File: src/rtl/alu_lhs_seq_shifter.sv
// ---------------------------------------------------------------------------
// alu_lhs_seq_shifter
// Multi-cycle ALU left-hand-side shift stage. Accepts an operand, a shift
// amount and a mode over a valid/ready handshake. It then shifts or rotates
// the operand one bit per clock. It presents Result, CarryOut and ZeroFlag
// over a second valid/ready handshake.
//
// Ports
//   AluClock    in   ALU clock, rising edge
//   AluReset_n  in   synchronous active-low reset
//   InValid     in   request valid
//   InReady     out  request can be accepted (IDLE only)
//   Operand     in   [WIDTH]   value to shift
//   Amount      in   [SHAMT_W] number of single-bit steps
//   Mode        in   [3]       000 PASS, 001 SHL, 010 SHR, 011 ZERO,
//                              100 ROL, 101 ROR, 110 ASR, 111 PASS
//   CarryIn     in   fill bit for SHL/SHR
//   OutValid    out  result valid (DONE)
//   OutReady    in   consumer accepts the result
//   Result      out  [WIDTH] shifted value
//   CarryOut    out  last bit shifted/rotated out
//   ZeroFlag    out  Result == 0
//   Busy        out  SHIFT or DONE
// ---------------------------------------------------------------------------
module alu_lhs_seq_shifter #(
  parameter int WIDTH   = 8,
  parameter int SHAMT_W = 4
) (
  input  logic               AluClock,
  input  logic               AluReset_n,
  input  logic               InValid,
  output logic               InReady,
  input  logic [WIDTH-1:0]   Operand,
  input  logic [SHAMT_W-1:0] Amount,
  input  logic [2:0]         Mode,
  input  logic               CarryIn,
  output logic               OutValid,
  input  logic               OutReady,
  output logic [WIDTH-1:0]   Result,
  output logic               CarryOut,
  output logic               ZeroFlag,
  output logic               Busy
);

  typedef enum logic [1:0] {
    S_IDLE  = 2'd0,
    S_SHIFT = 2'd1,
    S_DONE  = 2'd2
  } state_t;

  localparam logic [2:0] M_PASS = 3'b000;
  localparam logic [2:0] M_SHL  = 3'b001;
  localparam logic [2:0] M_SHR  = 3'b010;
  localparam logic [2:0] M_ZERO = 3'b011;
  localparam logic [2:0] M_ROL  = 3'b100;
  localparam logic [2:0] M_ROR  = 3'b101;
  localparam logic [2:0] M_ASR  = 3'b110;
  localparam logic [2:0] M_RSVD = 3'b111;

  state_t               r_state;
  state_t               w_next;
  logic [SHAMT_W-1:0]   r_count;
  logic [2:0]           r_mode;
  logic                 r_cin;
  logic [WIDTH-1:0]     r_work;
  logic [WIDTH-1:0]     r_result;
  logic                 r_carry;

  logic                 w_accept;
  logic                 w_noshift;
  logic                 w_last;
  logic [WIDTH:0]       w_step;

  // One single-bit step: returns {out_bit, next_value}.
  function automatic logic [WIDTH:0] f_step(input logic [WIDTH-1:0] v,
                                            input logic [2:0]       m,
                                            input logic             cin);
    logic [WIDTH:0] s;
    s = {1'b0, v};
    case (m)
      M_SHL:   s = {v[WIDTH-1], v[WIDTH-2:0], cin};
      M_SHR:   s = {v[0], cin, v[WIDTH-1:1]};
      M_ROL:   s = {v[WIDTH-1], v[WIDTH-2:0], v[WIDTH-1]};
      M_ROR:   s = {v[0], v[0], v[WIDTH-1:1]};
      M_ASR:   s = {v[0], v[WIDTH-1], v[WIDTH-1:1]};
      default: s = {1'b0, v};
    endcase
    return s;
  endfunction

  assign w_accept  = InValid && (r_state == S_IDLE);
  // PASS, ZERO and the reserved code never step; a zero amount also finishes
  // immediately with the operand unchanged.
  assign w_noshift = (Mode == M_PASS) || (Mode == M_ZERO) ||
                     (Mode == M_RSVD) || (Amount == '0);
  assign w_last    = (r_count == SHAMT_W'(1));
  assign w_step    = f_step(r_work, r_mode, r_cin);

  always_ff @(posedge AluClock) begin
    if (!AluReset_n) r_state <= S_IDLE;
    else             r_state <= w_next;
  end

  always_comb begin
    w_next = r_state;
    case (r_state)
      S_IDLE:  if (w_accept) w_next = w_noshift ? S_DONE : S_SHIFT;
      S_SHIFT: if (w_last)   w_next = S_DONE;
      S_DONE:  if (OutReady) w_next = S_IDLE;
      default: w_next = S_IDLE;
    endcase
  end

  // Working register steps every SHIFT cycle; the visible Result/CarryOut
  // only change when the final value is known, so they hold in IDLE/SHIFT.
  always_ff @(posedge AluClock) begin
    if (!AluReset_n) begin
      r_count  <= '0;
      r_mode   <= M_PASS;
      r_cin    <= 1'b0;
      r_work   <= '0;
      r_result <= '0;
      r_carry  <= 1'b0;
    end else begin
      case (r_state)
        S_IDLE: begin
          if (w_accept) begin
            r_mode <= Mode;
            r_cin  <= CarryIn;
            r_work <= Operand;
            if (w_noshift) begin
              r_count  <= '0;
              r_result <= (Mode == M_ZERO) ? '0 : Operand;
              r_carry  <= 1'b0;
            end else begin
              r_count  <= Amount;
            end
          end
        end
        S_SHIFT: begin
          r_work  <= w_step[WIDTH-1:0];
          r_count <= r_count - SHAMT_W'(1);
          if (w_last) begin
            r_result <= w_step[WIDTH-1:0];
            r_carry  <= w_step[WIDTH];
          end
        end
        default: ;
      endcase
    end
  end

  assign InReady  = (r_state == S_IDLE);
  assign OutValid = (r_state == S_DONE);
  assign Busy     = (r_state == S_SHIFT) || (r_state == S_DONE);
  assign Result   = r_result;
  assign CarryOut = r_carry;
  assign ZeroFlag = (r_result == '0);

endmodule

File: config.mk
export PLATFORM = sky130hd
export DESIGN_NAME = alu_lhs_seq_shifter
export DESIGN_NICKNAME = d
export VERILOG_FILES = /design/src/rtl/alu_lhs_seq_shifter.sv
export SDC_FILE = /design/constraint.sdc
export NUM_CORES = 1
export LEC_CHECK = 0
export ABC_AREA = 1
export CAP_MARGIN = 20
export CELL_PAD_IN_SITES_DETAIL_PLACEMENT = 1
export CELL_PAD_IN_SITES_GLOBAL_PLACEMENT = 1
export CORE_ASPECT_RATIO = 1.5
export CORE_MARGIN = 2
export CORE_UTILIZATION = 35
export CTS_CLUSTER_DIAMETER = 100
export DETAILED_ROUTE_END_ITERATION = 10
export PLACE_DENSITY_LB_ADDON = 0.1
export SLEW_MARGIN = 20
export SYNTH_ARGS = -nofsm -noshare
export SYNTH_HDL_FRONTEND = slang
export SYNTH_SLANG_ARGS = --single-unit
File: constraint.sdc
create_clock -name AluClock -period 1.95 [get_ports AluClock]
set_input_delay 0.2925 -clock AluClock [delete_from_list [all_inputs] [get_ports AluClock]]
set_output_delay 0.2925 -clock AluClock [all_outputs]
set_load 0.01 [all_outputs]
After elaboration in Yosys (flattened, before gate mapping)
Cells that the tools add are included.
Word-level totals
  flip-flop bits (word level): 27
  bits in latches: 0
  bits in writable memories: 0
  ROM bits: 0
  input port bits: 20
  memories kept: 0
Cells by class
  $add $sub $neg: 1
  $mul: 0
  div/mod/pow operators: 0
  $lt $le $gt $ge: 0
  equality and inequality tests: 14
  shifts and indexed selects: 0
  mux-type cells: 20
  bitwise logic cells: 0
  reductions and logical operators: 14
Operators by type and width (number)
  9-bit one-hot mux with 5 select lines: 1
  8-bit 2-to-1 mux: 5
  8-bit one-hot mux with 2 select lines: 2
  3-bit == test (second input constant): 4
  8-bit zero test: 1
  2-bit 2-to-1 mux: 4
  4-bit 2-to-1 mux: 2
  4-bit one-hot mux with 2 select lines: 1
  3-bit by 2-bit == test with 1-bit output (second input constant): 2
  2-bit by 1-bit inequality test with 1-bit output (second input constant): 3
  2-bit one-hot mux with 3 select lines: 1
  4-bit by 1-bit == test with 1-bit output (second input constant): 1
  4-bit zero test: 1
  1-bit logical OR: 4
  2-bit AND reduction: 2
  4-bit AND reduction: 1
  4-bit by 1-bit subtractor with 4-bit output (second input constant): 1
  3-bit by 1-bit == test with 1-bit output (second input constant): 1
  3-bit zero test: 1
  1-bit 2-to-1 mux: 3
  3-bit AND reduction: 1
  2-bit by 1-bit == test with 1-bit output (second input constant): 1
  2-bit == test (second input constant): 1
  2-bit zero test: 1
  other kinds (4): 4

Depth between registers and ports, before layout
Gate-level depths: netlist (run 1).
  depth in word-level cells: 7
  gate-level depth with buffers: 10
  depth with buffers taken out: 9

Least setup slack after synthesis (run 1)
Ideal clock, no wire load.
  kind: register to register
  start point: register r_state[0]
  end point: register r_carry (netlist: CarryOut)
  setup time: 116 ps
  arrival: 1363 ps
  slack: 471 ps
  stages on the path, launching flop included: 10
  path buffers: 1
  period minus slack after synthesis: 1479 ps
  cell sequence: dfxtp_1 -> inv_1 -> ha_1 -> inv_1 -> nor2_1 -> a21oi_4 -> nand2_4 -> buf_6 -> o21ai_0 -> nor2_1
On the way
  word-level cells in the longest chain between the ends: 4
  elaborated cells on any way between the ends: 9
Ends and longest elaborated chain
  from (decl): RTL line 60  | state_t r_state;
  from (signal assigned): RTL line 101  | else r_state <= w_next;
  2-bit zero test *
  named net InReady: RTL line 32  | output logic InReady,
  1-bit logical AND: RTL line 91  | assign w_accept = InValid && (r_state == S_IDLE);
  2-bit by 1-bit inequality test with 1-bit output (no source line)
  4-bit AND reduction (no source line)
  to (signal assigned): RTL line 145  | r_carry <= w_step[WIDTH];
  to (decl): RTL line 67  | logic r_carry;
Mark *: on every way through the listed nets, which the timed path passes. The rest lies on a longest branch.
A chain may end at the register's enable or synchronous reset.

Final worst setup path (run 1)
  start point: register r_state[1]
  end point: output port Busy
On the way
  word-level cells in the longest chain between the ends: 2
  elaborated cells on any way between the ends: 3
Ends and longest elaborated chain
  2-bit by 1-bit == test with 1-bit output or 2-bit == test (tied branches): RTL line 155  | assign Busy = (r_state == S_SHIFT) || (r_state == S_DONE);
  1-bit logical OR *: RTL line 155
  to (decl): RTL line 42  | output logic Busy
Mark *: on every way between the ends. The rest lies on a longest branch, timed or not.

==> results of run 1 <==
==> what timing repair did <==
| item | in CTS | in global routing |
|---|---|---|
| resized for setup | 0 | 3 |
| hold endpoints to repair | 0 | 0 |
| buffers inserted | 0 | 3 |
| setup endpoints to repair | 0 | 16 |
==> per-layer routing <==
layer | GRT usage | share of wire | up-vias
met5 | 0 | 0 | -
li1 | - | - | 955
met4 | 0.0435 | 0.0091 | 0
met2 | 0.375 | 0.55 | 28
met1 | 0.235 | 0.42 | 879
met3 | 0.0187 | 0.023 | 4
==> worst paths after layout <==
| kind | from | slack [ns] | to | cells after the start |
|---|---|---|---|---|
| setup / recovery | r_state[1]$_SDFFE_PN0P_ | 0.1 | Busy | 3 |
| hold / removal | r_count[2]$_SDFFE_PN0P_ | 0.47 | r_count[2]$_SDFFE_PN0P_ | 2 |
| setup reg to reg | r_state[1]$_SDFFE_PN0P_ | 0.24 | r_work[4]$_SDFFE_PN0P_ | 7 |
| hold reg to reg | r_count[2]$_SDFFE_PN0P_ | 0.47 | r_count[2]$_SDFFE_PN0P_ | 2 |
==> area by class of cell <==
type	count	area, µm²	share of cell area
multi-input cells	210	1010	0.465
clock inverters	1	7.51	0.00346
repair buffers	39	373	0.172
clock buffers	3	41.3	0.0190
flip-flops and latches	27	542	0.250
well taps	66	82.6	0.0380
inverters	30	116	0.0536
==> flip-flops by register name, indices dropped and copies added (netlist names) <==
register and cells:
CarryOut 1, Result 8, r_cin 1, r_count 4
r_mode 3, r_state 2, r_work 8
==> per-stage QoR <==
step	setup slack [ns]	power, W	cell area, µm²	cells
after floorplan	0.471	0.00212	1720	277
after global placement	0.184	0.00272	2090	369
after detailed placement	0.0971	0.00276	2090	369
after CTS	0.0299	0.00311	2140	373
after global routing	0.0274	0.00345	2170	376
final	0.0967	0.00311	2170	376
==> placed cells by master, fill, tap and decap left out, drive strengths merged <==
| cell | instances |
|---|---|
| a21oi | 26 |
| buf | 7 |
| clkbuf | 3 |
| clkdlybuf4s50 | 32 |
| clkinvlp | 2 |
| dfxtp | 27 |
| ha | 5 |
| inv | 29 |
| nand2 | 79 |
| nand3 | 36 |
| nand3b | 1 |
| nand4 | 3 |
| nor2 | 38 |
| nor3 | 1 |
| o21ai | 21 |
==> logic make-up after synthesis <==
| kind of cell | Yosys count | synth area share |
|---|---|---|
| and+or+nand+nor | 158 | 0.404 |
| AOI/OAI and AO/OA | 47 | 0.146 |
| buffers and inverters | 40 | 0.0991 |
| DFF | 27 | 0.315 |
| adders and majority gates | 5 | 0.0364 |
==> power groups by stage <==
| stage | combinational [W] | clock, W | sequential, W |
|---|---|---|---|
| after floorplan | 0.00121 | 0 | 0.000911 |
| final | 0.00184 | 0.000339 | 0.000933 |
| after global placement | 0.00178 | 0 | 0.000943 |
| after global routing | 0.00210 | 0.000381 | 0.000966 |
| after detailed placement | 0.00182 | 0 | 0.000944 |
| after CTS | 0.00183 | 0.000356 | 0.000931 |
==> critical path, delay by kind of cell (launching register included) <==
kind | cells | cell delay (ns)
buffers and inverters | 2 | 0.60
adder cells (fa/ha/maj) | 1 | 0.33
flip-flops | 1 | 0.35
==> metrics list, run 1 <==
- The flow ran to the end, and the final reports show no timing, DRC or antenna violations.
- The clock arrives with 0.00237 ns of skew.
- Max-cap violations in this run came to 0.
- Power density of the placed cells: 1430 nW/µm²
- In this run the cell area of the synthesized design comes to 1720 µm².
- The count of final hold-check violations was 0.
* Initial antenna violation count: 0
- In the routed design, unresolved DRC markers number 0.
* H-tree levels: 1
* Hold/Removal Path Class: flip-flop to flip-flop
* Cells taking the most area after synthesis: sky130_fd_sc_hd__dfxtp_1 31%, sky130_fd_sc_hd__nand2_1 16%, sky130_fd_sc_hd__nand3_1 10%
- Final RePlAce weighted congestion: 0.761
- RSZ-0062 raised after global routing: false
- For this run, the total global-route usage over all layers was measured as 0.202.
* Largest fanout of any net on the critical path: 3
* Growth of design area from synthesis to finish: 26.5%
- # diodes: 0
- In the post-synthesis netlist, the cell with the most instances is sky130_fd_sc_hd__nand2_1.
- In this run the static leakage power is 0.995 nW.
* Iteration-0 DRC count of the detailed router: 67
- 33 I/O pins were placed.
* Total global routing overflow: 0
* Final critical delay including setup and external delays: 1.85 ns
* Cell-internal power: 0.00167 W
* Capturing element type of the critical path: output port
- On the critical path, the stage with the largest delay is an instance of sky130_fd_sc_hd__clkdlybuf4s50_1.
- Across all layers, the routed design uses 1866 vias.
- Synthesis produced 277 cells.
- Number of detailed-routing iterations run before antenna repair: 4
* Detailed-route wire length: 5040 µm
- Ranking of synthesized cells by instance count: 72 x sky130_fd_sc_hd__nand2_1, 36 x sky130_fd_sc_hd__nor2_1, 35 x sky130_fd_sc_hd__nand3_1
* Average cell area after synthesis: 6.20 µm²
- Later-pin clock latency in the skew report: 0.28 ns
- Type of the worst setup path: flip-flop to output port
* Sum Neg Setup Slack: 0 ns
- During synthesis, Yosys emitted a total of 0 warnings.
* Flops & latches, synth: 27
* Final count of negative-setup-slack endpoints: 0
- The synthesized design contains 0 enable-type register cells.
- Share of total power in sequential cells: 0.299
* Number of buffers on the longest clock path: 2
- Top-area cell type share of the netlist area: 0.315
- Slew Limit Fails: 0
* Portion of the post-synthesis area used by sequential elements: 0.315
- Post-route worst hold slack: 0.474 ns
- Wire length of the first global-routing pass: 8630 µm
* Utilization after layout: 0.455
- Number of buffers added on ports: 32
* Switching Share: 0.463
- The final layout contains 336 nets.
- TritonCTS built the clock tree.
- Clock tree synthesis inserted a total of 3 buffers.
- IR Drop Worst-Case VDD: 0.564 mV
* Top achievable clock speed: 0.540 GHz
- Dividing the detail-routed via count by the number of cells gives 4.96.
- Synth async-reset ratio: 0
- Final worst-path cycle share: 0.950
* Die width: 61.2 µm
- The number of global-route vias before repair came to 1868.
- When the netlist entered floorplanning its net count stood at 302.
- Post-route antenna net violation count: 0
- Unique masters post-synth: 24
* Type of element launching the critical path: flip-flop
* Clock Tree Root: sky130_fd_sc_hd__clkbuf_8
- Relative slew slack: 0.717
* Std cell rows: 31
* Pin count of the biggest net entering global routing: 27
- Hold repair after CTS inserted 0 buffers.
- Measured along the y axis, the die boundary spans 89.8 µm.
- For the pin with the worst max-slew slack, the measured transition is 0.420 ns.
- After detailed routing, the average wire length per cell comes to 13.4 µm.
- Fill cells in the final layout number 660.
- Worst endpoint data arrival time: 1.56 ns
- Clk slew on worst S/H paths: 0.10 ns
- Cell accounting for the most synthesized area: sky130_fd_sc_hd__dfxtp_1
- The largest single stage delay on the critical path is 0.53 ns.
- Clock share of power: 0.109
- For the worst setup path, the data required time is 1.66 ns.
- Die area: 5490 µm²
- The clock drives 27 sinks.
- Gate power share: 0.592
* Share of layout cells above drive strength 1: 0.0871
- CORE AREA: 4770 µm²
* Dominant synthesized flop cell: sky130_fd_sc_hd__dfxtp_1
* Series of cell instances along the critical path: inv_1 -> ha_2 -> clkdlybuf4s50_1
* Initial core utilization: 0.360
- Half-perimeter wire length after placement: 3940 µm
- Switch Pwr: 0.00144 W
Power figures use the tool's default switching activity.
==> run 2, diff against run 1 <==
- ABC_AREA: 1 -> 0
- CORE_UTILIZATION: 35 -> 38
- TNS_END_PERCENT: default -> 20
==> metrics list, run 2 <==
- On the worst path, the slowest cell contributes a delay of 0.57 ns.
- Dominant synthesized flop cell: sky130_fd_sc_hd__dfxtp_1
- Slack of the critical path: 0.0908 ns
* Number of fill cells: 566
* Number of max-cap violations: 0
- Counting I/O delays and the setup requirement, the final critical path takes 1.86 ns.
* Post-cts gate resize count: 2
- The worst setup path is captured at an output port.
- Final worst-path cycle share: 0.953
- Growth of design area from synthesis to finish: 29.7%
- Pin placement for this block handled 33 I/O pins.
- H-tree levels: 1
* IR Drop Worst-Case VDD: 0.779 mV
- Path length in cells of the critical path: 3
- Power density of the placed cells: 1390 nW/µm²
- Global-route usage over all layers: 0.223
- Number of buffers added on ports: 32
* Hold/Removal Path Class: flip-flop to flip-flop
- The net count of the finished layout is 293.
* Via count of the first global-routing pass: 1835
* Flops & latches, synth: 27
- Switching Share: 0.436
- Die width: 59.3 µm
* Half-perimeter wire length after placement: 4030 µm
- For this design, the slowest cell found on the critical path is sky130_fd_sc_hd__clkdlybuf4s50_1.
* Final RePlAce weighted congestion: 0.835
- Cell accounting for the most synthesized area: sky130_fd_sc_hd__dfxtp_1
- Initial core utilization: 0.390
* Number of vias after detailed routing: 1861
- Result of the run: finished clean
- Across all hold checks on the routed design, the worst slack comes to 0.514 ns.
- Number of buffers on the longest clock path: 2
- TritonCTS created 3 clock buffers.
- After floorplanning, the core was sized to cover 4470 µm².
- Headroom to the max-slew limit came out at 0.599.
- Clock tree from TritonCTS: built
- Counting flops with a built-in enable in the synthesized netlist gives 0.
- The critical path contains buffers and inverters numbering 2 combined.
* Worst endpoint data arrival time: 1.57 ns
- # diodes: 0
- Top achievable clock speed: 0.538 GHz
* Number of setup buffers added after CTS: 0
- STA classifies the critical path startpoint as a flip-flop.
- With fillers left out, the area of the finished cells amounts to 2260 µm².
- Setup violations remaining at the end of the flow were counted as 0.
* Cell area reported after detailed placement: 2210 µm²
- Cell area after synthesis: 1740 µm²
- Standby leakage power: 0.852 nW
* Drt wl/cell: 16.8 µm
- At the placement stage, the worst setup path has a slack of -0.177 ns.
- The first global-routing pass estimated 8680 µm of wire.
* Number of detailed-routing iterations run before antenna repair: 4
* Reg2Reg Depth: 5
- Std cell rows: 30
- Die H: 86.9 µm
- The worst hold path passes through 2 cells.
* Clock share of power: 0.110
- For this design, the sink count on the clock tree is 27.
- Average cell area after synthesis: 7.75 µm²
- Sum Neg Setup Slack: 0 ns
- For this run, design rule violations remaining after detail routing come to 0.
- Later-pin clock latency in the skew report: 0.29 ns
* Ranking of synthesized cells by instance count: 31 x sky130_fd_sc_hd__a21oi_1, 27 x sky130_fd_sc_hd__dfxtp_1, 21 x sky130_fd_sc_hd__nand2_1
- Of all flip-flops after synthesis, the portion carrying an async set or reset was 0.
* Gate power share: 0.566
- Total global routing overflow: 0
- In the final layout, the multi-input gates occupy 1090 µm².
- Mapped Nets: 250
- Post-route antenna net violation count: 0
- The count of final hold-check violations is 0.
- Dividing the detail-routed via count by the number of cells gives 5.91.
- Of all nets on the critical path, the largest fanout is 7.
* Cell-internal power: 0.00177 W
* Worst Max-Slew Pin Slew: 0.600 ns
- Type of the worst setup path: flip-flop to output port
- Initial antenna violation count: 0
- Switch Pwr: 0.00137 W
* Cells taking the most area after synthesis: sky130_fd_sc_hd__dfxtp_1 31%, sky130_fd_sc_hd__a21oi_1 8.9%, sky130_fd_sc_hd__mux2i_1 6.3%
* Clock Tree Root: sky130_fd_sc_hd__clkbuf_8
* Iteration-0 DRC count of the detailed router: 101
- After synthesis, the netlist uses 44 different library cells.
- Pin count of the biggest net entering global routing: 28
* Die area: 5160 µm²
- At the worst endpoint, the required time is 1.66 ns.
- Sequential cell area in the final layout: 541 µm²
- RSZ-0062 raised after global routing: false
* Clk slew on worst S/H paths: 0.10 ns
* CTS Hold Buffers Added: 0
- Of the post-synthesis cell area, the dominant cell type holds 0.310.
* Synth warnings: 0
- After technology mapping, the gate count stands at 225.
- The most common cell in the synthesized netlist is sky130_fd_sc_hd__a21oi_1.
* Share of layout cells above drive strength 1: 0.124
- Series of cell instances along the critical path: inv_1 -> ha_2 -> clkdlybuf4s50_1
* Most frequent cells in the layout: 31 x sky130_fd_sc_hd__a21oi_1, 31 x sky130_fd_sc_hd__clkdlybuf4s50_1, 27 x sky130_fd_sc_hd__dfxtp_1, 21 x sky130_fd_sc_hd__nand2_1, 21 x sky130_fd_sc_hd__buf_4
- Detailed-route wire length: 5310 µm
- On the critical path the largest part of the delay comes from buffers and inverters.
- Portion of the post-synthesis area used by sequential elements: 0.310
* Slew Limit Fails: 0
- The share of total power dissipated in sequential elements is 0.324.
- Final Skew: 0.00698 ns
run 2: per-stage QoR:
stage | instances | power [W] | utilization
floorplan | 225 | 0.00209 | -
global placement | 311 | 0.00279 | 0.495
detailed placement | 311 | 0.00282 | 0.495
CTS | 315 | 0.00316 | 0.506
global route | 315 | 0.00341 | 0.506
finish | 315 | 0.00314 | 0.506
run 2: cell type report:
type | instances | area share
clock buffers | 3 | 0.0183
clock inverters | 1 | 0.00332
inverters | 6 | 0.00996
multi-input cells | 176 | 0.483
flip-flops and latches | 27 | 0.239
well taps | 48 | 0.0266
repair buffers | 54 | 0.220
run 2: layer usage:
layer  wire (µm)  vias to the layer above  GRT usage
met5           0                        -          0
met4         109                        0     0.0868
met3         119                        9     0.0282
met2        2930                       30      0.412
met1        2150                      899      0.249
li1            -                      923          -
run 2: path summary, 6_finish.rpt:
kind	from	end	slack, ns
max	r_state[0]$_SDFFE_PN0P_	InReady	0.09
max reg2reg	r_mode[0]$_SDFFE_PN0P_	Result[2]$_SDFFE_PN0P_	0.20
min	r_cin$_SDFFE_PN0P_	r_cin$_SDFFE_PN0P_	0.51
min reg2reg	r_cin$_SDFFE_PN0P_	r_cin$_SDFFE_PN0P_	0.51
run 2: power groups by stage:
stage	clock network, W	registers, W	logic, W
3_5_place_dp	0	0.00103	0.00179
4_1_cts	0.000356	0.00101	0.00179
6_report	0.000346	0.00102	0.00178
5_1_grt	0.000377	0.00105	0.00199
3_3_place_gp	0	0.00102	0.00177
2_1_floorplan	0	0.000949	0.00114
run 2: tightest hold or removal path, cell delays in order, from the launching register on:
cell	delay, ns
sky130_fd_sc_hd__dfxtp_1	0.35
sky130_fd_sc_hd__nand2_1	0.06
sky130_fd_sc_hd__a21boi_0	0.07
run 2: logic make-up after synthesis:
| kind of cell | synth area share |
|---|---|
| compound gates | 0.322 |
| fa+ha+maj | 0.0359 |
| xor+xnor | 0.00503 |
| buf+inv | 0.0646 |
| flops | 0.310 |
| simple gates | 0.199 |
| mux | 0.0632 |
==> RTL change, RTL diff (config.mk and constraints of run 2) <==
The parameter `SHAMT_W` goes from 4 to 6.
--- a/src/rtl/alu_lhs_seq_shifter.sv
+++ b/src/rtl/alu_lhs_seq_shifter.sv
@@ -24,7 +24,7 @@
 // ---------------------------------------------------------------------------
 module alu_lhs_seq_shifter #(
   parameter int WIDTH   = 8,
-  parameter int SHAMT_W = 4
+  parameter int SHAMT_W = 6
 ) (
   input  logic               AluClock,
   input  logic               AluReset_n,
Ports: changed (resized Amount); port bits go from 33 to 35. No check against the original RTL was run, so the function may have changed too.
==> RTL change against run 2 <==
- area after synthesis up 8.8%
- wire length up 13%
- highest routed layer unchanged
- total power up 6.0%
- utilization up 2.2 points
- largest cell class unchanged
- setup slack better by 21 ps
- sequential share of layout area down 1.0 points
- cell area up 12%
- sequential cell count up 2
==> RTL change: results <==
metrics = {
    "place": {
        "place_ws_ps": 15.0,
        "place_congestion": 0.841,
        "dp_hpwl_um": 4540,
        "io_buffers": 34,
    },
    "synthesis": {
        "ys_top_cells_by_count": "29 x dfxtp_1, 28 x a21oi_1, 21 x nand2_1",
        "synthesis.nets": 274,
        "synth-seq-area-share": 0.306,
        "netlist_top_cells_area": "dfxtp_1 31%, a21oi_1 7.4%, o21ai_0 5.0%",
        "synthDistinctLibCells": 50,
        "synthArstFlopShare": 0,
    },
    "grt": {
        "use_met3": 0.0387,
        "met2_usage": 0.410,
        "grt_pass1_wl_um": 10000,
        "grt_use_total": 0.235,
        "grt_max_degree": 30,
        "grt_pass1_vias": 2083,
        "use_met1": 0.268,
    },
    "sta": {
        "finalSetupViolations": 0,
        "whs_ps": 492,
        "clock_skew_ps": 7.34,
        "worst_pin_slew_ps": 456,
    },
    "clock_network": {
        "cts.htree.levels": 2,
        "clk_pin_slew_ps": 70,
    },
    "setup_path": {
        "arrival_ps": 1550,
        "r2r_cells": 8,
        "r2r-start": "r_state[1]",
        "critPathMaxStageDelay_ps": 580,
        "r2r-end": "Result[6]",
        "path_max_fanout": 5,
    },
    "layout": {
        "fill_cells": 627,
        "drive_gt1_frac": 0.158,
    },
    "pwr": {
        "cellLeakagePower_uw": 0.000976,
        "ir_worst_vdd_uv": 654,
    },
    "run_status": {
        "status": "completed",
    },
    "detailed_routing": {
        "first_iter_violations": 72,
        "viasPerCell": 5.65,
    },
    "worst_hold_path": {
        "min_from": "CarryOut",
    },
}
==> RTL change: cell types whose count changed after synthesis, sizes merged, moves of 4 or more <==
cell	delta
a211oi	+4
nand2b	+4
a21boi	+5
mux2i	-7
==> RTL change: worst max-delay path by stage <==
stage,slack [ps],cells after the start,end,startpoint
floorplan,210,9,Result[1],r_state[0]
global placement,30,7,r_count[3],Mode[1]
detailed placement,10,8,Result[6],Mode[0]
CTS,30,8,CarryOut,r_state[1]
global route,30,8,Result[0],r_state[1]
finish,110,3,InReady,r_state[1]
==> RTL change: tightest hold or removal path, delay by kind of cell (launching register included) <==
family	cells	cell delay, ps
flops	1	330
simple gates	1	70
compound gates	1	50
==> RTL change: cell type report <==
type	instances	area, sq um	share of cell area
inverters	8	30.0	0.0118
flip-flops and latches	29	581	0.229
repair buffers	61	554	0.218
multi-input cells	192	1210	0.475
clock inverters	3	17.5	0.00690
well taps	66	82.6	0.0325
clock buffers	5	68.8	0.0271
==> RTL change: where the power goes <==
part	switching [uW]	leakage (uW)	total [uW]	internal, uW
logic	958	0.000693	1830	873
registers	226	0.000239	1000	779
clock network	249	0.0000439	495	246
==> RTL change: metrics by stage <==
step | cell area (sq um) | instances | util
CTS | 2540 | 364 | 0.528
finish | 2540 | 364 | 0.528
global route | 2540 | 364 | 0.528
floorplan | 1900 | 247 | -
global placement | 2450 | 356 | 0.510
detailed placement | 2450 | 356 | 0.510
==> RTL change: per-layer routing <==
metal  routed length, um  share of wire
met5                   0              0
met4                 220          0.037
met3                 153          0.026
met2                3240           0.54
met1                2360           0.40
==> RTL change: kinds of logic after synthesis <==
| family | share of synthesized area |
|---|---|
| muxes | 0.0330 |
| buffers and inverters | 0.0594 |
| adders and majority gates | 0.0330 |
| AOI/OAI and AO/OA | 0.367 |
| and+or+nand+nor | 0.197 |
| xor gates and xnor gates | 0.00462 |
| DFF | 0.306 |
==> RTL change: what timing repair did <==
item | in CTS | in global routing
endpoints found under the setup margin | 1 | 9
gates resized for setup | 1 | 1
pin swaps | 0 | 0
